**src/rtl/vco_adc_ti_decimator_pkg.sv**
```systemverilog
// Shared width helpers for the VCO-ADC interleaved decimator.
// Keeps channel slicing and accumulator sizing consistent between top and channel.
package vco_adc_ti_decimator_pkg;

  function automatic int clog2(input int v);
    int r;
    r = 0;
    for (int i = 0; i < 31; i++) begin
      if ((1 << i) < v) r = i + 1;
    end
    return r;
  endfunction

  // Per-sample channel sum: BW+2 bit channel words grown by log2(NCH)
  function automatic int sum_w(input int bw, input int nch);
    return bw + 2 + clog2(nch);
  endfunction

  // Accumulator holds up to 2^dmax channel sums without wrapping
  function automatic int acc_w(input int bw, input int nch, input int dmax);
    return sum_w(bw, nch) + dmax;
  endfunction

  function automatic int ch_lo(input int c, input int w);
    return c * w;
  endfunction

  function automatic int clamp_dec(input int v, input int dmax);
    return (v > dmax) ? dmax : v;
  endfunction

endpackage

```
**src/rtl/vco_adc_ti_decimator_vco_diff_ch.sv**
```systemverilog
// One VCO channel: wrap-safe first difference of p/n counters, p-n, minus DC offset.
// First sample after reset/enable only primes the previous-count registers.
module vco_diff_ch #(
  parameter int BW   = 6,
  parameter int OFFW = 3
) (
  input  logic                   clk_i,
  input  logic                   rst_ni,
  input  logic                   enable_i,
  input  logic                   sample_en_i,
  input  logic [BW-1:0]          cnt_p_i,
  input  logic [BW-1:0]          cnt_n_i,
  input  logic signed [OFFW-1:0] dc_off_i,
  output logic signed [BW+1:0]   y_o,
  output logic                   y_vld_o
);

  logic [BW-1:0]        prev_p_q, prev_n_q;
  logic [BW-1:0]        dp, dn;
  logic signed [BW:0]   d;
  logic signed [BW+1:0] y_q, y_d;
  logic                 primed_q, y_vld_q;

  always_comb begin
    dp  = cnt_p_i - prev_p_q;
    dn  = cnt_n_i - prev_n_q;
    d   = $signed({1'b0, dp}) - $signed({1'b0, dn});
    y_d = {d[BW], d} - {{(BW + 2 - OFFW){dc_off_i[OFFW-1]}}, dc_off_i};
  end

  always_ff @(posedge clk_i or negedge rst_ni) begin
    if (!rst_ni) begin
      prev_p_q <= '0;
      prev_n_q <= '0;
      primed_q <= 1'b0;
      y_q      <= '0;
      y_vld_q  <= 1'b0;
    end else if (!enable_i) begin
      primed_q <= 1'b0;
      y_vld_q  <= 1'b0;
    end else if (sample_en_i) begin
      prev_p_q <= cnt_p_i;
      prev_n_q <= cnt_n_i;
      primed_q <= 1'b1;
      y_vld_q  <= primed_q;
      if (primed_q) y_q <= y_d;
    end else begin
      y_vld_q <= 1'b0;
    end
  end

  assign y_o     = y_q;
  assign y_vld_o = y_vld_q;

endmodule

```
**src/rtl/vco_adc_ti_decimator.sv**
```systemverilog
// Interleaved VCO-ADC front end: per-channel differencing, channel sum, and
// accumulate-and-dump decimation by 2^DEC_LOG2 with saturating, sticky-overflow output.
module vco_adc_ti_decimator
  import vco_adc_ti_decimator_pkg::*;
#(
  parameter int  NCH          = 4,
  parameter int  BW           = 6,
  parameter int  OFFW         = 3,
  parameter int  DEC_MAX_LOG2 = 7,
  parameter int  OUTW         = 21,
  localparam int DECW         = clog2(DEC_MAX_LOG2 + 1)
) (
  input  logic                   clk_i,
  input  logic                   rst_ni,
  input  logic                   enable_i,
  input  logic                   sample_en_i,
  input  logic [NCH*BW-1:0]      cnt_p_i,
  input  logic [NCH*BW-1:0]      cnt_n_i,
  input  logic [NCH*OFFW-1:0]    dc_off_i,
  input  logic [DECW-1:0]        dec_log2_i,
  output logic signed [OUTW-1:0] out_o,
  output logic                   out_valid_o,
  output logic                   ovf_o
);

  localparam int YW   = BW + 2;
  localparam int SW   = sum_w(BW, NCH);
  localparam int AW   = acc_w(BW, NCH, DEC_MAX_LOG2);
  localparam int EXTW = (AW > OUTW) ? AW : OUTW;
  localparam int CNTW = DEC_MAX_LOG2;
  localparam longint OMAXL = (longint'(1) << (OUTW - 1)) - 1;
  localparam longint OMINL = -(longint'(1) << (OUTW - 1));
  localparam logic signed [EXTW-1:0] OMAX = EXTW'(OMAXL);
  localparam logic signed [EXTW-1:0] OMIN = EXTW'(OMINL);

  logic signed [YW-1:0] y [NCH];
  logic [NCH-1:0]       y_vld;

  for (genvar g = 0; g < NCH; g++) begin : g_ch
    vco_diff_ch #(.BW(BW), .OFFW(OFFW)) u_ch (
      .clk_i       (clk_i),
      .rst_ni      (rst_ni),
      .enable_i    (enable_i),
      .sample_en_i (sample_en_i),
      .cnt_p_i     (cnt_p_i[ch_lo(g, BW) +: BW]),
      .cnt_n_i     (cnt_n_i[ch_lo(g, BW) +: BW]),
      .dc_off_i    (dc_off_i[ch_lo(g, OFFW) +: OFFW]),
      .y_o         (y[g]),
      .y_vld_o     (y_vld[g])
    );
  end

  logic signed [AW-1:0]   acc_q, acc_d, tot;
  logic signed [EXTW-1:0] tot_x;
  logic signed [OUTW-1:0] out_q, out_d, sat_val;
  logic signed [SW-1:0]   s;
  logic [CNTW-1:0]        cnt_q, cnt_d, last_cnt;
  logic [DECW-1:0]        dec_q, dec_d, dec_now, dec_eff;
  logic                   out_vld_q, out_vld_d, ovf_q, ovf_d;
  logic                   s_vld, sat_hi, sat_lo;

  always_comb begin
    s = '0;
    for (int i = 0; i < NCH; i++) s = s + SW'(y[i]);
  end

  // Exponent is latched on the frame's first sum so mid-frame changes wait a frame
  always_comb begin
    s_vld    = &y_vld;
    dec_now  = DECW'(clamp_dec(int'(dec_log2_i), DEC_MAX_LOG2));
    dec_eff  = (cnt_q == '0) ? dec_now : dec_q;
    last_cnt = CNTW'((32'd1 << dec_eff) - 32'd1);
    tot      = acc_q + AW'(s);
    tot_x    = EXTW'(tot);
    sat_hi   = tot_x > OMAX;
    sat_lo   = tot_x < OMIN;
    if (sat_hi)      sat_val = OMAX[OUTW-1:0];
    else if (sat_lo) sat_val = OMIN[OUTW-1:0];
    else             sat_val = tot_x[OUTW-1:0];
  end

  always_comb begin
    acc_d     = acc_q;
    cnt_d     = cnt_q;
    dec_d     = dec_q;
    out_d     = out_q;
    out_vld_d = 1'b0;
    ovf_d     = ovf_q;
    if (!enable_i) begin
      acc_d = '0;
      cnt_d = '0;
    end else if (s_vld) begin
      if (cnt_q == '0) dec_d = dec_now;
      if (cnt_q == last_cnt) begin
        out_d     = sat_val;
        out_vld_d = 1'b1;
        ovf_d     = ovf_q | sat_hi | sat_lo;
        acc_d     = '0;
        cnt_d     = '0;
      end else begin
        acc_d = tot;
        cnt_d = cnt_q + CNTW'(1);
      end
    end
  end

  always_ff @(posedge clk_i or negedge rst_ni) begin
    if (!rst_ni) begin
      acc_q     <= '0;
      cnt_q     <= '0;
      dec_q     <= '0;
      out_q     <= '0;
      out_vld_q <= 1'b0;
      ovf_q     <= 1'b0;
    end else begin
      acc_q     <= acc_d;
      cnt_q     <= cnt_d;
      dec_q     <= dec_d;
      out_q     <= out_d;
      out_vld_q <= out_vld_d;
      ovf_q     <= ovf_d;
    end
  end

  assign out_o       = out_q;
  assign out_valid_o = out_vld_q;
  assign ovf_o       = ovf_q;

endmodule

```
**config.mk**
```make
export PLATFORM = sky130hd
export DESIGN_NAME = vco_adc_ti_decimator
export DESIGN_NICKNAME = d
export VERILOG_FILES = /design/src/rtl/vco_adc_ti_decimator_pkg.sv /design/src/rtl/vco_adc_ti_decimator_vco_diff_ch.sv /design/src/rtl/vco_adc_ti_decimator.sv
export SDC_FILE = /design/constraint.sdc
export NUM_CORES = 1
export LEC_CHECK = 0
export CAP_MARGIN = 30
export CORE_ASPECT_RATIO = 1.25
export CORE_MARGIN = 5
export CORE_UTILIZATION = 26
export DETAILED_ROUTE_END_ITERATION = 10
export SLEW_MARGIN = 20
export SYNTH_ARGS = -nofsm -noshare
export SYNTH_HDL_FRONTEND = slang
export SYNTH_SLANG_ARGS = --single-unit
```
**constraint.sdc**
```tcl
create_clock -name clk_i -period 8.55 [get_ports clk_i]
set_clock_uncertainty 0.05 [all_clocks]
set_input_delay 2.1375 -clock clk_i [delete_from_list [all_inputs] [get_ports clk_i]]
set_output_delay 2.1375 -clock clk_i [all_outputs]
set_load 0.05 [all_outputs]
```
==> impl_metrics.toml, run 1 <==
[route]
drc = 0
via_count = 7797
avgViaCountPerCell = 4.403
wire_per_inst_um = 13.31
first_iter_violations = 259
drt_wl_total_um = 23570
firstDrtPassIters = 4
drtAntennaViolNets = 0

[setup_path]
critPathKind = "input port to register"
cp-start-kind = "input port"
r2r-start = "g_ch[0].u_ch.y_o[7]"
cp_cell_sequence = "clkdlybuf4s50_1, nor2_1, and3_1, a31oi_1, ha_1, nand2b_1, a22oi_1, a2111oi_1, nor3_1, o211ai_4, nor2_8, mux2_4"
cp-startpoint = "dec_log2_i[2]"
crit_path_max_incr_delay_ns = 0.69
end_kind = "register"
critPathMaxFanout = 26
crit_required_ns = 8.80
crit_arrival_ns = 5.60
critPathSlowestCell = "o211ai_4"

[run]
cap_violations = 0

[global_route]
grt_max_degree = 67
grt_overflow = 0
grt_use_total = 0.1072
grt_pass1_vias = 8128
antenna_found_initial = 0
grt_pass1_wl_um = 40090

[timing]
max_slew.worst_pin.slew_ns = 0.8312
setup_viol = 0
rsz0062_at_grt = "no"
max_slew_margin = 0.4432
tns_ns = 0
post-route-min-period_ns = 5.347
final_hold_viol_count = 0
fmax_ghz = 0.1870
finalMaxSlewViolations = 0
post-route-period-util = 0.6253

[yosys]
synth-edff-count = 0
seq_area_frac_synth = 0.2954
synth_top_cell_by_area = "dfrtp_1"
ys.flop_type = "dfrtp_1"
async_flop_share = 1.000
netlist_instances = 1122
ys_ff_latch = 128
yosysWarningCount = 0
syn_area_um2 = 10840
synth_top_area_share = 0.2954
syn_avg_cell_area_um2 = 9.664
yosys-top-cells-area = "dfrtp_1 30%, ha_1 13%, fa_1 12%, inv_1 7.5%, mux2_2 5.8%"
yosysUniqueCellTypes = 64
synth_nets = 1364

[layout]
area_growth_pct = 19.82
final_nets = 1448
fin_util = 0.3159
drive_gt1_frac = 0.09352
diodes = 0

[cts]
cts_tree = "yes"
clk_path_buf_depth = 2
cts_resized = 0
insertion_delay_ns = 0.42
cts_buffers = 17
cts-root-buf = "clkbuf_16"
hold_buffers = 0
path_clk_slew_ns = 0.06
cts_max_level = 4
clock_sinks = 128
cts_setup_buffers = 0

[worst_hold_path]
min_path_type = "register to register"
hp-start = "g_ch[0].u_ch.y_o[4]"

[floorplan]
ios = 90
die_h_um = 238.3
start_util = 0.2637
row_count = 83
die_w_um = 192.7
dieArea_um2 = 45910
core_um2 = 41120

[placement]
hpwl_um = 18630
gp_routability_congestion = 0.7508
port_buffers = 88

[outcome]
status = "finished clean"
-- placed cells by master (no fill, tap or decap), types with 14 or more instances in the layout --
cell type,count
inv_1,218
dfrtp_1,128
ha_1,112
clkdlybuf4s50_1,87
fa_1,63
a21oi_1,62
xnor2_1,59
mux2_2,56
nand2_1,53
o21ai_0,53
nor2_1,37
a21o_1,35
xor2_1,26
clkbuf_16,17
nand2b_1,15
a21boi_0,15
o21bai_1,14
nand3_1,14
-- layout make-up --
type | instances | area (um2)
fill | 4307 | 28130
multi-input combinational | 747 | 6686
sequential | 128 | 3203
timing repair buffer | 94 | 947.2
inverter | 218 | 818.3
tap | 552 | 690.7
clock buffer | 21 | 470.5
clock inverter | 11 | 176.4
-- cell usage after synthesis (14+ instances only) --
cell type / instances
o21ai_0: 53
dfrtp_1: 128
inv_1: 218
o21bai_1: 14
a21oi_1: 62
nor2_1: 37
fa_1: 63
xor2_1: 26
nand3_1: 15
a21o_1: 35
xnor2_1: 59
ha_1: 112
mux2_2: 56
a21boi_0: 15
nand2_1: 54
nand2b_1: 15
clkbuf_1: 16
-- stage by stage --
step           worst slack, ns  area, um2  instances  hold WS, ns
3_5_place_dp             2.833      12320       1738       0.4219
2_1_floorplan            3.640      10840       1122       0.3985
4_1_cts                  3.259      12960       1770       0.4359
3_3_place_gp             2.940      12320       1738       0.4184
5_1_grt                  3.017      12990       1771       0.4519
6_report                 3.203      12990       1771       0.4308
-- flip-flops by register name, summed over array words and instances, names as in the netlist --
register            cells
g_ch.u_ch.y_o          32
out_o                  18
out_valid_o             1
acc_q                  17
g_ch.u_ch.prev_p_q     24
cnt_q                   7
g_ch.u_ch.primed_q      1
g_ch.u_ch.y_vld_o       1
g_ch.u_ch.prev_n_q     24
dec_q                   3
-- cell families (layout without fill, tap and decap cells) --
group                    after synthesis  after routing  synth area share
buffers and inverters                247            344           0.08862
XOR/XNOR                              85             85           0.06866
other                                  1              1         0.0003458
AND/OR/NAND/NOR                      186            186           0.08978
AO/OA/AOI/OAI                        235            235            0.1410
multiplexers                          65             65           0.07062
adder cells (fa/ha/maj)              175            175            0.2456
flip-flops                           128            128            0.2954
-- metal layers --
layer	track usage	wire (um)
met1	0.1374	10910
met2	0.1839	11380
met5	0	0
met3	0.01888	869
met4	0.03199	410
-- final timing paths --
kind | end | slack [ns] | depth (start not counted)
worst max-delay path | out_o[6] | 3.20 | 12
max in group asynchronous | acc_q[11] | 5.71 | 3
worst max register to register | out_o[20] | 3.78 | 15
min in group asynchronous | g_ch[3].u_ch.prev_n_q[5] | 1.67 | 1
worst min-delay path | g_ch[0].u_ch.y_o[4] | 0.43 | 2
worst min register to register | g_ch[0].u_ch.y_o[4] | 0.43 | 2
-- worst max-delay path, delay by kind of cell --
| kind | cells | cell delay (ns) |
|---|---|---|
| compound gates | 4 | 1.41 |
| simple gates | 5 | 0.79 |
| buf+inv | 1 | 0.61 |
| mux | 1 | 0.35 |
| fa+ha+maj | 1 | 0.29 |
Power of run 1 is not shown: default switching activity piles up to over one toggle a cycle in this logic, so the estimate is an artifact.
==> run 2: changes to the inputs <==
clock period = 4.5 ns   (was 8.55 ns; I/O delays follow)
==> run 2 against run 1 <==
First-iteration DRC count down 7.7%. Hold slack worse by 0.0030 ns. Flip-flop and latch count unchanged. Clock-buffer cell count down 2. Largest cell class unchanged.
==> impl_metrics.toml, run 2 (same netlist as run 1, synthesis figures left out) <==
[global_route]
grt_pass1_vias = 8119
grt_overflow = 0
grt_use_total = 0.1062
antenna_found_initial = 0
grt_pass1_wl_um = 39790
grt_max_degree = 81

[route]
drtAntennaViolNets = 0
drc = 0
avgViaCountPerCell = 4.323
drt_wl_total_um = 23430
firstDrtPassIters = 5
via_count = 7790
first_iter_violations = 239
wire_per_inst_um = 13.00

[placement]
gp_routability_congestion = 0.7746
pre_cts_ws_ns = -0.1422
dpl_cell_area_um2 = 12590
hpwl_um = 18810
port_buffers = 88

[layout]
num-fill-cells = 4262
regArea_um2 = 3203
multi_input_area_um2 = 6714
layout_commonest_cell = "inv_1"
diodes = 0
largest_reg_flops = 32
area_growth_pct = 22.22
drive_gt1_frac = 0.1200
fin_area_um2 = 13250
mostFrequentLayoutCells = "218 x inv_1, 128 x dfrtp_1, 112 x ha_1"
final_nets = 1480

[cts]
clk_path_buf_depth = 2
cts_max_level = 4
cts_tree = "yes"
clock_sinks = 128
cts_buffers = 17
insertion_delay_ns = 0.44
path_clk_slew_ns = 0.07
cts-root-buf = "clkbuf_16"
hold_buffers = 0

[setup_path]
critPathSlowestCell = "fa_1"
crit_arrival_ns = 4.62
cpMostUsedCell = "inv_1"
crit_path_max_incr_delay_ns = 0.53
critPathMaxFanout = 4
crit_required_ns = 4.81
cp-start-kind = "register"
end_kind = "register"
cp_cell_sequence = "inv_1, fa_1, inv_1, fa_1, inv_1, fa_1, inv_1, ha_1, nor2b_1, o31a_1, o31ai_1, a31oi_1, and4_1, nor3_1, mux2_4"
critPathKind = "register to register"

[floorplan]
die_h_um = 238.3
core_um2 = 41120
ios = 90
start_util = 0.2637
die_w_um = 192.7
dieArea_um2 = 45910
row_count = 83

[worst_hold_path]
min_path_type = "register to register"

[timing]
timing.hold.ws_ns = 0.4278
worst_slack_ns = 0.1918
finalMaxSlewViolations = 0
max_slew_margin = 0.4758
max_slew.worst_pin.slew_ns = 0.7863
fmax_ghz = 0.2321
post-route-min-period_ns = 4.308
post-route-period-util = 0.9574
final_hold_viol_count = 0
setup_viol = 0

[run]
cap_violations = 0

[outcome]
status = "finished clean"
run 2: repair_timing:
item / 4_1_cts / 5_1_grt
resized for setup: 0 / 7
setup endpoints to repair: 0 / 9
setup buffers: 0 / 0
run 2: area by class of cell:
class / count / area share
Multi-Input combinational cell: 747 / 0.5066
Sequential cell: 128 / 0.2417
Timing Repair Buffer: 126 / 0.08997
Inverter: 218 / 0.06174
Tap cell: 552 / 0.05211
Clock buffer: 19 / 0.03418
Clock inverter: 12 / 0.01369
run 2: final timing paths:
| check | from | to | slack [ns] | cells after the start |
|---|---|---|---|---|
| setup / recovery | acc_q[3] | out_o[15] | 0.19 | 15 |
| hold / removal | g_ch[0].u_ch.y_o[6] | g_ch[0].u_ch.y_o[6] | 0.43 | 2 |
| setup reg to reg | acc_q[3] | out_o[15] | 0.19 | 15 |
| hold reg to reg | g_ch[0].u_ch.y_o[6] | g_ch[0].u_ch.y_o[6] | 0.43 | 2 |
| max in group asynchronous | rst_ni | g_ch[2].u_ch.y_o[7] | 2.84 | 2 |
| min in group asynchronous | rst_ni | g_ch[2].u_ch.prev_n_q[4] | 0.69 | 1 |
run 2: metal layers:
metal  GRT usage  wire length, um  vias to the layer above
met5           0                0                        -
met4     0.02875              353                        0
met3     0.02136              863                       18
met2      0.1827            11600                      119
met1      0.1354            10610                     3689
li1            -                -                     3964
run 2: critical path, delay by kind of cell (launching register included):
| family | cells | cell delay, ns |
|---|---|---|
| mux | 1 | 0.21 |
| buf+inv | 4 | 0.21 |
| simple gates | 3 | 0.72 |
| flops | 1 | 0.36 |
| compound gates | 3 | 0.85 |
| fa+ha+maj | 4 | 1.85 |
run 2: stage by stage:
stage	utilization	cells	setup TNS [ns]
global route	0.3223	1802	-0.04540
global placement	0.3062	1771	-0.3541
finish	0.3223	1802	0
detailed placement	0.3062	1771	-0.6947
floorplan	-	1122	0
CTS	0.3216	1802	0
Power of run 2 is left out for the same reason.
==> run 3: changes to the inputs <==
==> constraint.sdc (replaced) <==
create_clock -name clk_i -period 4.8 [get_ports clk_i]
set_clock_uncertainty 0.05 [all_clocks]
set_input_delay 1.2 -clock clk_i [delete_from_list [all_inputs] [get_ports clk_i]]
set_output_delay 1.2 -clock clk_i [all_outputs]
set_load 0.005 [all_outputs]
==> run 3 against run 2 <==
Cell count down 1.1%. Clock-buffer cell count down 2. Critical path depth up 1.
==> impl_metrics.toml, run 3 (same netlist as run 1, synthesis figures left out) <==
[outcome]
status = "finished clean"

[placement]
gp_routability_congestion = 0.7992
port_buffers = 88
hpwl_um = 18740

[layout]
mostFrequentLayoutCells = "217 x inv_1, 127 x dfrtp_1, 112 x ha_1"
drive_gt1_frac = 0.1041
largest_reg_flops = 32
num-fill-cells = 4314
diodes = 0
final_nets = 1459
area_growth_pct = 20.32
multi_input_area_um2 = 6686
regArea_um2 = 3204
layout_commonest_cell = "inv_1"

[cts]
hold_buffers = 0
clk_path_buf_depth = 2
cts_max_level = 4
clock_sinks = 128
cts_tree = "yes"
insertion_delay_ns = 0.43
cts_buffers = 17
cts-root-buf = "clkbuf_16"
path_clk_slew_ns = 0.07

[floorplan]
core_um2 = 41120
die_w_um = 192.7
start_util = 0.2637
row_count = 83
die_h_um = 238.3
ios = 90
dieArea_um2 = 45910

[global_route]
grt_pass1_wl_um = 39770
antenna_found_initial = 0
grt_overflow = 0
grt_use_total = 0.1067
grt_pass1_vias = 8080
grt_max_degree = 95

[worst_hold_path]
min_path_type = "register to register"
hp-start = "g_ch[3].u_ch.y_o[6]"
hold_end = "g_ch[3].u_ch.y_o[6]"
hold_depth = 2

[timing]
rsz0062_at_grt = "no"
max_slew_margin = 0.5342
post-route-period-util = 0.9382
post-route-min-period_ns = 4.503
setup_viol = 0
max_slew.worst_pin.slew_ns = 0.6986
finalMaxSlewViolations = 0
final_hold_viol_count = 0
fmax_ghz = 0.2221
tns_ns = 0

[setup_path]
r2r-start = "g_ch[0].u_ch.y_o[7]"
rrSetupSlack_ns = 0.30
cp-start-kind = "register"
crit_required_ns = 5.06
r2r-end = "out_o[20]"
critPathMaxFanout = 6
crit_arrival_ns = 4.76
end_kind = "register"
critPathKind = "register to register"
reg2reg_depth = 16

[route]
drt_wl_total_um = 23270
drc = 0
wire_per_inst_um = 13.06
via_count = 7765
firstDrtPassIters = 4
avgViaCountPerCell = 4.357
drtAntennaViolNets = 0
first_iter_violations = 292

[run]
cap_violations = 0
run 3: layout make-up:
cell class / count / area share
Tap cell: 552 / 0.05294
Clock inverter: 15 / 0.01439
Clock buffer: 17 / 0.03261
Multi-Input combinational cell: 747 / 0.5125
Sequential cell: 128 / 0.2456
Inverter: 218 / 0.06301
Timing Repair Buffer: 105 / 0.07893
run 3: worst max-delay path by stage:
| stage | start | to | cells after the start |
|---|---|---|---|
| after floorplan | g_ch[0].u_ch.y_o[7] | out_o[20] | 15 |
| after global placement | cnt_p_i[18] | g_ch[3].u_ch.y_o[7] | 14 |
| after detailed placement | cnt_p_i[18] | g_ch[3].u_ch.y_o[7] | 14 |
| after CTS | g_ch[1].u_ch.y_o[7] | out_o[20] | 16 |
| after global routing | g_ch[0].u_ch.y_o[7] | out_o[20] | 16 |
| final | g_ch[0].u_ch.y_o[7] | out_o[20] | 16 |
run 3: routing by layer:
metal / vias to the layer above / GRT usage / routed length (um)
met5: - / 0 / 0
met4: 0 / 0.03653 / 387
met3: 23 / 0.01917 / 868
met2: 130 / 0.1806 / 11260
met1: 3685 / 0.1366 / 10750
li1: 3927 / - / -
run 3: what timing repair did:
item,CTS,global route
gates resized for setup,0,2
setup buffers,0,2
endpoints found under the setup margin,0,1
run 3: through the flow:
stage          hold WS, ns  utilization  area (um2)  std cells  setup WS [ns]
2_1_floorplan       0.3985            -       10840       1122         0.7244
3_3_place_gp        0.4151       0.3012       12390       1747        0.05716
3_5_place_dp        0.4212       0.3012       12390       1747        0.03610
4_1_cts             0.4345       0.3161       13000       1779         0.2599
5_1_grt             0.4618       0.3172       13050       1782        0.01411
6_report            0.4257       0.3172       13050       1782         0.2966
run 3: critical path: stages (launching register included):
cell and delay [ns]:
dfrtp_1 0.47, inv_1 0.20, fa_1 0.54, inv_1 0.05, fa_1 0.49, inv_1 0.05, fa_1 0.50, inv_1 0.04
ha_1 0.37, and4_1 0.24, and3_1 0.18, a21oi_1 0.24, a21oi_1 0.20, nor4_1 0.26, nor3_1 0.09, buf_4 0.15
mux2_2 0.26
Power of run 3 is left out for the same reason.
